[src/rtl/bascomp_pkg.sv]
// Basic-computer accumulator shared constants.
// Opcode values and FSM state encoding.
package bascomp_pkg;

  localparam logic [3:0] OP_NOP = 4'h0;
  localparam logic [3:0] OP_AND = 4'h1;
  localparam logic [3:0] OP_ADD = 4'h2;
  localparam logic [3:0] OP_LDA = 4'h3;
  localparam logic [3:0] OP_CLA = 4'h4;
  localparam logic [3:0] OP_CLE = 4'h5;
  localparam logic [3:0] OP_CMA = 4'h6;
  localparam logic [3:0] OP_CME = 4'h7;
  localparam logic [3:0] OP_CIR = 4'h8;
  localparam logic [3:0] OP_CIL = 4'h9;
  localparam logic [3:0] OP_INC = 4'hA;
  localparam logic [3:0] OP_INP = 4'hB;

  typedef enum logic {
    ST_IDLE = 1'b0,
    ST_EXEC = 1'b1
  } state_e;

endpackage

[src/rtl/sixteenbitadder.sv]
// 16-bit ripple adder shared by ADD and INC.
// Produces sum and carry out.
module sixteenbitadder (
  input  logic [15:0] a_i,
  input  logic [15:0] b_i,
  input  logic        cin_i,
  output logic [15:0] sum_o,
  output logic        cout_o
);

  logic [16:0] full;

  // 17-bit sum so the carry falls out of the top bit
  always_comb begin
    full = {1'b0, a_i} + {1'b0, b_i} + {16'b0, cin_i};
  end

  assign sum_o  = full[15:0];
  assign cout_o = full[16];

endmodule

[src/rtl/accumulator_unit.sv]
// Accumulator (AC) and extend flip-flop (E) execution unit.
// Two-state FSM: accept in IDLE, commit result on EXEC->IDLE edge.
module accumulator_unit
  import bascomp_pkg::*;
#(
  parameter logic [15:0] AC_RESET_VAL = 16'h0000
) (
  input  logic        clk,
  input  logic        reset,
  input  logic        op_valid,
  input  logic [3:0]  op_code,
  input  logic [15:0] dr_in,
  input  logic [7:0]  inpr_in,
  output logic        op_ready,
  output logic [15:0] ac_out,
  output logic        e_out,
  output logic        done,
  output logic        illegal_op,
  output logic        ac_zero
);

  state_e      state_q, state_d;
  logic [3:0]  op_q;
  logic [15:0] dr_q;
  logic [7:0]  inpr_q;
  logic [15:0] ac_q, ac_d;
  logic        e_q, e_d;
  logic        done_q;
  logic        illegal_q;

  logic        accept;
  logic        in_exec;
  logic        rsvd;
  logic [15:0] add_b;
  logic [15:0] add_sum;
  logic        add_cout;

  assign accept  = (state_q == ST_IDLE) && op_valid;
  assign in_exec = (state_q == ST_EXEC);
  assign rsvd    = op_q[3] & op_q[2];

  // Operand B: latched DR for ADD, constant one for INC
  assign add_b = (op_q == OP_ADD) ? dr_q : 16'h0001;

  sixteenbitadder u_adder (
    .a_i    (ac_q),
    .b_i    (add_b),
    .cin_i  (1'b0),
    .sum_o  (add_sum),
    .cout_o (add_cout)
  );

  // FSM state register
  always_ff @(posedge clk or posedge reset) begin
    if (reset) state_q <= ST_IDLE;
    else       state_q <= state_d;
  end

  // FSM next state: accept in IDLE, always return from EXEC
  always_comb begin
    state_d = state_q;
    unique case (state_q)
      ST_IDLE: if (op_valid) state_d = ST_EXEC;
      ST_EXEC: state_d = ST_IDLE;
      default: state_d = ST_IDLE;
    endcase
  end

  // FSM outputs
  always_comb begin
    op_ready = (state_q == ST_IDLE);
  end

  // Capture operands on the acceptance edge only
  always_ff @(posedge clk or posedge reset) begin
    if (reset) begin
      op_q   <= OP_NOP;
      dr_q   <= '0;
      inpr_q <= '0;
    end else if (accept) begin
      op_q   <= op_code;
      dr_q   <= dr_in;
      inpr_q <= inpr_in;
    end
  end

  // Next AC/E from the latched opcode
  always_comb begin
    ac_d = ac_q;
    e_d  = e_q;
    unique case (op_q)
      OP_AND: ac_d = ac_q & dr_q;
      OP_ADD: begin
        ac_d = add_sum;
        e_d  = add_cout;
      end
      OP_LDA: ac_d = dr_q;
      OP_CLA: ac_d = '0;
      OP_CLE: e_d  = 1'b0;
      OP_CMA: ac_d = ~ac_q;
      OP_CME: e_d  = ~e_q;
      OP_CIR: begin
        ac_d = {e_q, ac_q[15:1]};
        e_d  = ac_q[0];
      end
      OP_CIL: begin
        ac_d = {ac_q[14:0], e_q};
        e_d  = ac_q[15];
      end
      OP_INC: ac_d = add_sum;
      OP_INP: ac_d = {ac_q[15:8], inpr_q};
      default: begin
        ac_d = ac_q;
        e_d  = e_q;
      end
    endcase
  end

  // Commit result and raise one-cycle status pulses on leaving EXEC
  always_ff @(posedge clk or posedge reset) begin
    if (reset) begin
      ac_q      <= AC_RESET_VAL;
      e_q       <= 1'b0;
      done_q    <= 1'b0;
      illegal_q <= 1'b0;
    end else begin
      done_q    <= 1'b0;
      illegal_q <= 1'b0;
      if (in_exec) begin
        ac_q      <= ac_d;
        e_q       <= e_d;
        done_q    <= 1'b1;
        illegal_q <= rsvd;
      end
    end
  end

  assign ac_out     = ac_q;
  assign e_out      = e_q;
  assign done       = done_q;
  assign illegal_op = illegal_q;
  assign ac_zero    = (ac_q == 16'h0000);

endmodule
[config.mk]
export PLATFORM = sky130hd
export DESIGN_NAME = accumulator_unit
export DESIGN_NICKNAME = d
export VERILOG_FILES = /design/src/rtl/bascomp_pkg.sv /design/src/rtl/sixteenbitadder.sv /design/src/rtl/accumulator_unit.sv
export SDC_FILE = /design/constraint.sdc
export NUM_CORES = 1
export LEC_CHECK = 0
export CAP_MARGIN = 30
export CELL_PAD_IN_SITES_DETAIL_PLACEMENT = 0
export CELL_PAD_IN_SITES_GLOBAL_PLACEMENT = 1
export CORE_ASPECT_RATIO = 0.75
export CORE_MARGIN = 3
export CORE_UTILIZATION = 42
export DETAILED_ROUTE_END_ITERATION = 6
export PLACE_DENSITY_LB_ADDON = 0.1
export SYNTH_ARGS = -nofsm -noshare
export SYNTH_HDL_FRONTEND = slang
export SYNTH_SLANG_ARGS = --single-unit
[constraint.sdc]
create_clock -name clk -period 3.55 [get_ports clk]
set_input_delay 0.71 -clock clk [delete_from_list [all_inputs] [get_ports clk]]
set_output_delay 0.71 -clock clk [all_outputs]
set_load 0.02 [all_outputs]
Word-level counts from Yosys, hierarchy flattened
Index checks and enable logic that the tools add are counted. Widths: inputs -> output; s select.

Register bits after elaboration: 48. Output and inout bits: 21. Logic and storage cells: 43.

Add/sub/neg operators: 1. Equality and inequality tests: 11. Mux-type cells: 7. Bitwise gates (word level): 6. Reductions and logical operators: 9.

Operator list (count): $pmux 16 s8 (1); $add 16x16->17 (1); $and 16x16->16 (1); $eq 4x3->1 const B (4); $eq 4x4->1 const B (4); $logic_not 16->1 (1); $mux 16 (1); $not 16->16 (1); $eq 4x2->1 const B (2); $reduce_bool 8->1 (1); $reduce_bool 7->1 (1); $pmux 1 s5 (1); $reduce_bool 5->1 (1); $eq 4x1->1 const B (1); $reduce_and 2->1 (2); $mux 1 (3); $not 1->1 (3); $reduce_and 3->1 (1); $pmux 1 s2 (1); $reduce_or 2->1 (1); $and 1x1->1 (1); $logic_and 1x1->1 (1).

Depth between registers and ports, before layout
Gate-level depths: netlist (run 1).

Word-level depth: 4. Mapped depth: 13.

Cells and area by module
From an unflattened synthesis (run 1), not the netlist that was laid out.

Cells, all modules: 442. Area, all modules: 4006.3 sq um.

Modules (own cells, without submodules): accumulator_unit (times used 1, cells each 351, area each 3279.4 sq um); sixteenbitadder (times used 1, cells each 91, area each 726.9 sq um).

Least setup slack after synthesis (run 1)
Ideal clock, no wire load.

Kind: reg-to-reg. From: reg op_q[2]. To: reg ac_q[14] (netlist: ac_out[14]). Data arrival time: 2.839 ns. Required time: 3.425 ns. Setup slack: 0.586 ns. Stages on the path, launching flop included: 14. Buffers on the path: 4. Path through: dfrtp_1 > buf_2 > nor3b_1 > buf_2 > clkbuf_1 > and3_1 > ha_1 > buf_6 > a211oi_2 > o22ai_1 > a311oi_2 > and3_1 > o311ai_1 > mux2_2.

Longest elaborated chain between the ends: 4. Elaborated cells on any way between the ends: 16.

RTL lines: start: declaration (line accumulator_unit.sv:23) `logic [3:0] op_q;`; start signal: assignment (line accumulator_unit.sv:81) `op_q <= op_code;`; $eq 4x2->1 / $eq 4x4->1 (equally long branches) (line accumulator_unit.sv:43, accumulator_unit.sv:91); $mux 16 / $reduce_or 2->1 (equally long branches); $add 16x16->17 / $reduce_bool 7->1 (equally long branches); $pmux 16 s8 / $reduce_and 3->1 (equally long branches); end signal: assignment (line accumulator_unit.sv:122) `ac_q <= AC_RESET_VAL;`; end signal: assignment (line accumulator_unit.sv:130) `ac_q <= ac_d;`; end: declaration (line accumulator_unit.sv:26) `logic [15:0] ac_q, ac_d;`.

Parallel ways exist; a longest one is shown, timed or not. A chain may end at the register's enable or synchronous reset.

Worst setup path after layout (run 1)
From: reg op_q[1]. To: reg ac_q[14] (netlist: ac_out[14]).

Same word-level chain as after synthesis.

==> results.yml, run 1 <==
timing:
  max_freq_mhz: 321
  min_period_over_period_pct: 87.8
  clock_skew_ps: 5.34
  rsz0062_at_grt: "no"
  tightestPinTransition_ps: 640
  maxSlewViolCount: 0
  finalSetupViolations: 0
  whs_ps: 510
  post-route-min-period_ps: 3120
  postLayoutSetupSlackWorst_ps: 433
  hold_viol: 0
  slew_headroom_pct: 57.2
  final.setup.tns_ps: 0
synthesis:
  syn-cell-area_mm2: 0.00365
  ys_seq_elements: 48
  ys_warn_count: 0
  synth_top_area_share_pct: 32.9
  yosys_most_used_dff: "dfrtp_1"
  syn_avg_cell_area_um2: 8.60
  async_flop_share_pct: 100
  yosys.area.top_type: "dfrtp_1"
  yosysSeqAreaShare_pct: 32.9
  synth_edf_count: 0
  synth_nets: 472
  synth_area_leaders: "dfrtp_1 (33%), mux2_2 (7.4%), ha_1 (5.5%)"
  yosysUniqueCellTypes: 53
  synth_cells: 424
placed_design:
  numPortBuffers: 51
  dpl-instance-area_mm2: 0.00424
  routabilityCongestion: 0.913
  dp_hpwl_um: 8080
  pre_cts_slack_ps: 484
layout:
  final_common_cell: "clkdlybuf4s50_1"
  layout_common_cells: "clkdlybuf4s50_1 (51), dfrtp_1 (48), nand2_1 (41)"
  nets: 510
  fillers: 795
  n_antenna_cell: 0
  syn2layout_area_growth_pct: 21.2
  stdcell_area_mm2: 0.00442
  post_route_cells_drive_above_1_share_pct: 11.5
clock_tree:
  cts_root_buf: "clkbuf_16"
  postCtsSetupBuffers: 0
  numCtsBuffers: 5
  clk_pin_slew_ps: 70
  holdBufCountCts: 0
  tritoncts: "built"
  h-tree-depth: 2
  cts.repair.resized: 0
  cts.sinks: 48
  clk_latency_ps: 290
  clockBufferDepth: 2
setup_path:
  crit_arrival_ps: 3300
  crit_type: "reg -> reg"
  endpoint_kind: "flop"
  critPathRequiredTime_ps: 3730
  start_kind: "flop"
  cp_max_fo: 16
hold_path:
  hp-class: "reg -> reg"
power_and_ir_drop:
  p_int_uw: 1680
  ir_worst_vdd_uv: 349
  pwr-share-clk_pct: 21.3
  pwr-share-comb_pct: 45.8
  powerDensity_mw_per_mm2: 653
  power_frac_seq_pct: 32.9
  static-leakage-power_uw: 0.00187
  switching_share_pct: 42.0
  switching_power_uw: 1210
grt:
  grt_util_all_layers_pct: 23.1
  grt_pass1_wl_um: 18000
  antenna_found_initial: 0
  grt_max_degree: 38
  first_global_vias: 3257
  grt_remaining_overflow: 0
detailed_routing:
  initialDrtViolationCount: 185
  num_vias: 3430
  routed_via_density: 6.05
  drt-pass1-iter-count: 5
  routed_wirelength_um: 11300
  drc: 0
  ant_nets: 0
  wl_per_cell_um: 19.9
outcome:
  outcome: "finished, final reports clean"
die:
  core-area_mm2: 0.00816
  initial_core_util_pct: 44.7
  placementRows: 28
  fp.dieW_um: 114
  io_pins: 52
  die-area_mm2: 0.00985
  die_y_um: 86.7
run:
  drv_cap: 0
## synth_stat cells (all sizes together) (3+ instances only)
master / count
nor2b: 7
o22ai: 17
o21bai: 3
o31ai: 4
xor2: 5
inv: 19
mux2: 24
nand4: 4
a32oi: 3
o211ai: 7
a31oi: 6
nor3b: 3
and3: 15
a21o: 3
nor2: 23
a22oi: 4
dfrtp: 48
ha: 16
o21ai: 25
buf: 17
nor3: 3
a21oi: 39
clkbuf: 13
xnor2: 6
mux2i: 16
nand3: 19
nor4: 4
a211oi: 6
nand2: 41
## worst max-delay path: stages (launching register included)
cell and delay (ps):
dfrtp_1 480, nor3b_1 490, buf_12 210, and3_1 160, ha_1 320, a211oi_2 260, o22ai_1 160, a311oi_2 350
and3_1 210, o311ai_1 100, mux2_2 270
## logic make-up after synthesis
kind of cell / synth area share [%]
muxes: 11.8
DFF: 32.9
AOI/OAI and AO/OA: 23.3
buffers and inverters: 6.52
xor gates and xnor gates: 2.64
adders and majority gates: 6.04
and+or+nand+nor: 16.7
## final timing paths
check	cells after the start	slack (ps)	end	start
max in group asynchronous	3	2370	ac_out[6]	reset
min	1	510	inpr_q[4]	inpr_q[4]
min in group asynchronous	2	670	done	reset
min reg2reg	1	510	inpr_q[4]	inpr_q[4]
max	10	430	ac_out[14]	op_q[1]
max reg2reg	10	430	ac_out[14]	op_q[1]
## layout make-up
class                           instances  area (um2)  share of cell area [%]
Sequential cell                        48        1200                    27.2
Timing Repair Buffer                   62         618                    14.0
Tap cell                              105         131                    2.97
Multi-Input combinational cell        325        2210                    50.0
Inverter                               20        75.1                    1.70
Clock buffer                            5         125                    2.83
Clock inverter                          2        60.1                    1.36
## metrics by stage
step | utilization, % | cells | power, uW
3_3_place_gp | 51.6 | 559 | 2250
6_report | 54.2 | 567 | 2890
2_1_floorplan | - | 424 | 1780
3_5_place_dp | 51.9 | 560 | 2260
4_1_cts | 54.2 | 567 | 2880
5_1_grt | 54.2 | 567 | 3060
## layer usage
layer | vias to the layer above | track usage [%] | wire [um]
met4 | 0 | 5.35 | 131
met3 | 11 | 4.47 | 705
met5 | - | 0 | 0
met1 | 1665 | 35.0 | 5640
li1 | 1632 | - | -
met2 | 122 | 33.7 | 4820
## power groups by stage
stage               Sequential (uW)  Clock, uW  Combinational (uW)
global route                    971        646                1440
CTS                             942        626                1320
floorplan                       947          0                 834
finish                          950        616                1320
detailed placement              949          0                1310
global placement                952          0                1300
## flip-flops by register name, summed over array words and instances, names as in the netlist
signal and cells:
op_q 4, dr_q 16, illegal_op 1, inpr_q 8, ac_out 16, e_out 1
in_exec 1, done 1
Note: power is estimated with default switching activity, not from simulation.
==> run 2: changes to the inputs <==
CAP_MARGIN = unset   (was 30)
SKIP_CTS_REPAIR_TIMING = 1   (was unset)
==> results.yml, run 2 (synthesized netlist as in run 1, its figures left out) <==
outcome:
  outcome: "finished, final reports clean"
layout:
  syn2layout_area_growth_pct: 20.7
  post_route_cells_drive_above_1_share_pct: 11.3
  layout_common_cells: "clkdlybuf4s50_1 (51), dfrtp_1 (48), nand2_1 (41)"
  n_antenna_cell: 0
  final_common_cell: "clkdlybuf4s50_1"
  nets: 509
  stdcell_area_mm2: 0.00440
clock_tree:
  numCtsBuffers: 5
  h-tree-depth: 2
  clk_pin_slew_ps: 70
  tritoncts: "built"
  cts.sinks: 48
  cts_root_buf: "clkbuf_16"
  clockBufferDepth: 2
  clk_latency_ps: 300
placed_design:
  pre_cts_slack_ps: 505
  routabilityCongestion: 0.913
  numPortBuffers: 51
  dp_hpwl_um: 8010
  dpl-instance-area_mm2: 0.00422
grt:
  grt_pass1_wl_um: 18100
  grt_util_all_layers_pct: 23.4
  antenna_found_initial: 0
  first_global_vias: 3290
  grt_max_degree: 49
  grt_remaining_overflow: 0
timing:
  final.setup.tns_ps: 0
  hold_viol: 0
  min_period_over_period_pct: 88.3
  maxSlewViolCount: 0
  slew_headroom_pct: 29.3
  post-route-min-period_ps: 3130
  rsz0062_at_grt: "no"
  tightestPinTransition_ps: 1060
  postLayoutSetupSlackWorst_ps: 415
  finalSetupViolations: 0
  max_freq_mhz: 319
  clock_skew_ps: 6.46
setup_path:
  endpoint_kind: "flop"
  critPathMostFrequentCell: "o211ai_1"
  crit_buf_inv: 0
  crit_arrival_ps: 3340
  crit_type: "reg -> reg"
  slowest_stage: "dfrtp_1"
  start_kind: "flop"
  slowest_delay_ps: 480
  critPathRequiredTime_ps: 3760
  cp_top_family: "compound AO/OA/AOI/OAI gates"
  path_cells: "and2b_2 -> nand2_1 -> or3_1 -> ha_1 -> fa_1 -> a21oi_1 -> o211ai_1 -> a31oi_1 -> o21ai_0 -> xnor2_1 -> o211ai_1"
  cp_max_fo: 8
die:
  die-area_mm2: 0.00985
  core-area_mm2: 0.00816
  die_y_um: 86.7
  placementRows: 28
  fp.dieW_um: 114
  initial_core_util_pct: 44.7
  io_pins: 52
power_and_ir_drop:
  fin_total_pwr_uw: 2880
  ir_worst_vdd_uv: 344
  p_int_uw: 1670
  powerDensity_mw_per_mm2: 654
  switching_share_pct: 41.9
  pwr-share-clk_pct: 21.4
  pwr-share-comb_pct: 45.8
  power_frac_seq_pct: 32.8
  static-leakage-power_uw: 0.00186
  switching_power_uw: 1210
hold_path:
  hp-class: "reg -> reg"
detailed_routing:
  wl_per_cell_um: 19.9
  routed_wirelength_um: 11300
  num_vias: 3460
  ant_nets: 0
  drt-pass1-iter-count: 5
  initialDrtViolationCount: 243
  routed_via_density: 6.11
  drc: 0
run:
  drv_cap: 0
==> run 2: changes by cell type in the layout (fill, tap and decap cells not counted), sizes merged <==
cell | previous run | this run
buf | 11 | 10
==> run 2: path summary, 6_finish.rpt <==
path	from	end	slack [ps]	depth (start not counted)
worst min-delay path	inpr_q[4]	inpr_q[4]	510	1
max in group asynchronous	reset	inpr_q[4]	1900	2
worst max register to register	op_q[1]	ac_out[12]	420	11
worst min register to register	inpr_q[4]	inpr_q[4]	510	1
min in group asynchronous	reset	illegal_op	1000	2
worst max-delay path	op_q[1]	ac_out[12]	420	11
==> run 2: worst register-to-register path, cell delays in order, from the launching register on <==
cell	delay, ps
dfrtp_1	480
and2b_2	240
nand2_1	140
or3_1	340
ha_1	230
fa_1	410
a21oi_1	240
o211ai_1	210
a31oi_1	290
o21ai_0	140
xnor2_1	140
o211ai_1	170
==> run 2: per-stage QoR <==
step	hold WS, ps	utilization, %	std cells
CTS	511	53.9	566
finish	507	53.9	566
global placement	498	51.6	559
global route	532	53.9	566
floorplan	352	-	424
detailed placement	498	51.6	559
==> run 2: layout make-up <==
type / count / area [um2]
Clock buffer: 5 / 125
Clock inverter: 2 / 60.1
Fill cell: 793 / 3760
Inverter: 20 / 75.1
Multi-Input combinational cell: 325 / 2210
Sequential cell: 48 / 1200
Tap cell: 105 / 131
Timing Repair Buffer: 61 / 598
==> run 2: power groups by stage <==
stage	registers, uW	logic [uW]	clock network, uW
2_1_floorplan	947	834	0
3_3_place_gp	952	1300	0
3_5_place_dp	948	1300	0
4_1_cts	939	1310	635
5_1_grt	972	1440	649
6_report	945	1320	616
==> run 2: routing by layer <==
| layer | GRT usage (%) | share of wire [%] |
|---|---|---|
| met1 | 35.6 | 49 |
| met2 | 34.4 | 43 |
| met3 | 3.49 | 6.0 |
| met4 | 6.66 | 1.8 |
| met5 | 0 | 0 |
==> run 3: changes to the inputs <==
MAX_ROUTING_LAYER = met4   (was unset)
==> results.yml, run 3 (synthesized netlist as in run 1, its figures left out) <==
outcome:
  outcome: "finished, final reports clean"
grt:
  antenna_found_initial: 0
  grt_max_degree: 49
  grt_pass1_wl_um: 18700
  first_global_vias: 3351
  grt_util_all_layers_pct: 24.8
  grt_remaining_overflow: 0
timing:
  maxSlewViolCount: 0
  final.setup.tns_ps: 0
  finalSetupViolations: 0
  clock_skew_ps: 6.93
  slew_headroom_pct: 29.4
  hold_viol: 0
  tightestPinTransition_ps: 1060
  rsz0062_at_grt: "no"
  min_period_over_period_pct: 88.5
  post-route-min-period_ps: 3140
  max_freq_mhz: 318
layout:
  stdcell_area_mm2: 0.00437
  nets: 509
  post_route_cells_drive_above_1_share_pct: 11.3
  n_antenna_cell: 0
  layout_common_cells: "clkdlybuf4s50_1 (51), dfrtp_1 (48), nand2_1 (41)"
  regArea_mm2: 0.00120
  multi_input_area_mm2: 0.00221
  final_common_cell: "clkdlybuf4s50_1"
  fillers: 788
  syn2layout_area_growth_pct: 19.8
setup_path:
  regToRegSetupSlack_ps: 410
  r2r_start: "op_q[1]"
  crit_type: "reg -> reg"
  crit_arrival_ps: 3310
  cp_max_fo: 8
  reg2reg_to: "ac_out[12]"
  critPathRequiredTime_ps: 3720
  start_kind: "flop"
  endpoint_kind: "flop"
  reg2regPathDepth: 11
detailed_routing:
  ant_nets: 0
  drt-pass1-iter-count: 6
  wl_per_cell_um: 20.4
  num_vias: 3488
  initialDrtViolationCount: 262
  routed_wirelength_um: 11600
  drc: 0
  routed_via_density: 6.15
power_and_ir_drop:
  pwr-share-clk_pct: 19.5
  ir_worst_vdd_uv: 326
  switching_share_pct: 43.4
  static-leakage-power_uw: 0.00184
  switching_power_uw: 1230
  p_int_uw: 1600
  powerDensity_mw_per_mm2: 648
  pwr-share-comb_pct: 46.9
  power_frac_seq_pct: 33.6
clock_tree:
  clockBufferDepth: 2
  clk_pin_slew_ps: 70
  cts_root_buf: "clkbuf_16"
  h-tree-depth: 2
  clk_latency_ps: 300
  tritoncts: "built"
  cts.sinks: 48
  numCtsBuffers: 5
die:
  io_pins: 52
  fp.dieW_um: 114
  placementRows: 28
  initial_core_util_pct: 44.7
  core-area_mm2: 0.00816
  die_y_um: 86.7
  die-area_mm2: 0.00985
placed_design:
  dpl-instance-area_mm2: 0.00420
  numPortBuffers: 51
  dp_hpwl_um: 8020
  routabilityCongestion: 0.931
hold_path:
  min_path_cells: 1
  hold_path.startpoint: "inpr_q[3]"
  min_to: "inpr_q[3]"
  hp-class: "reg -> reg"
run:
  drv_cap: 0
-- run 3: cell count changes in the layout (fill, tap and decap cells not counted), sizes merged --
| cell | previous run | this run |
|---|---|---|
| clkinv | 1 | 2 |
| clkbuf | 5 | 6 |
| bufinv | 2 | 1 |
-- run 3: per-stage QoR --
step | setup slack, ps | total power, uW | util (%) | std cells | hold slack (ps)
2_1_floorplan | 586 | 1780 | - | 424 | 352
3_3_place_gp | 588 | 2250 | 51.5 | 559 | 498
3_5_place_dp | 478 | 2250 | 51.5 | 559 | 499
4_1_cts | 471 | 2810 | 53.5 | 567 | 514
5_1_grt | 232 | 3000 | 53.5 | 567 | 542
6_report | 407 | 2830 | 53.5 | 567 | 510
-- run 3: worst max-delay path, stage by stage (launching register included) --
cell and delay (ps):
dfrtp_1 480, and2b_2 230, nand2_1 150, or3_1 350, ha_1 230, fa_1 400, a21oi_1 250, o211ai_1 210
a31oi_1 310, o21ai_0 150, xnor2_1 150, o211ai_1 90
-- run 3: cell type report --
| type | count | share of cell area (%) |
|---|---|---|
| Clock buffer | 6 | 2.95 |
| Timing Repair Buffer | 61 | 13.4 |
| Clock inverter | 2 | 0.802 |
| Sequential cell | 48 | 27.5 |
| Multi-Input combinational cell | 325 | 50.6 |
| Inverter | 20 | 1.72 |
| Tap cell | 105 | 3.01 |
-- run 3: worst max path at each step --
stage / depth (start not counted) / from / endpoint
after detailed placement: 11 / op_q[1] / ac_out[12]
after global placement: 11 / op_q[2] / ac_out[14]
after CTS: 11 / op_q[1] / ac_out[12]
final: 11 / op_q[1] / ac_out[12]
after floorplan: 13 / op_q[2] / ac_out[14]
after global routing: 11 / op_q[1] / ac_out[12]
-- run 3: per-layer routing --
metal	part of all wire (%)	up-vias	GRT usage [%]
met5	0	-	-
met4	0.99	0	5.13
met3	7.4	11	3.42
met2	43	145	36.3
met1	48	1690	36.5
li1	-	1642	-
-- run 3: power by group through the flow --
| stage | combinational (uW) | sequential [uW] | clock, uW |
|---|---|---|---|
| 4_1_cts | 1310 | 941 | 559 |
| 6_report | 1330 | 951 | 551 |
| 5_1_grt | 1450 | 976 | 577 |
| 3_3_place_gp | 1300 | 953 | 0 |
| 2_1_floorplan | 834 | 947 | 0 |
| 3_5_place_dp | 1300 | 950 | 0 |
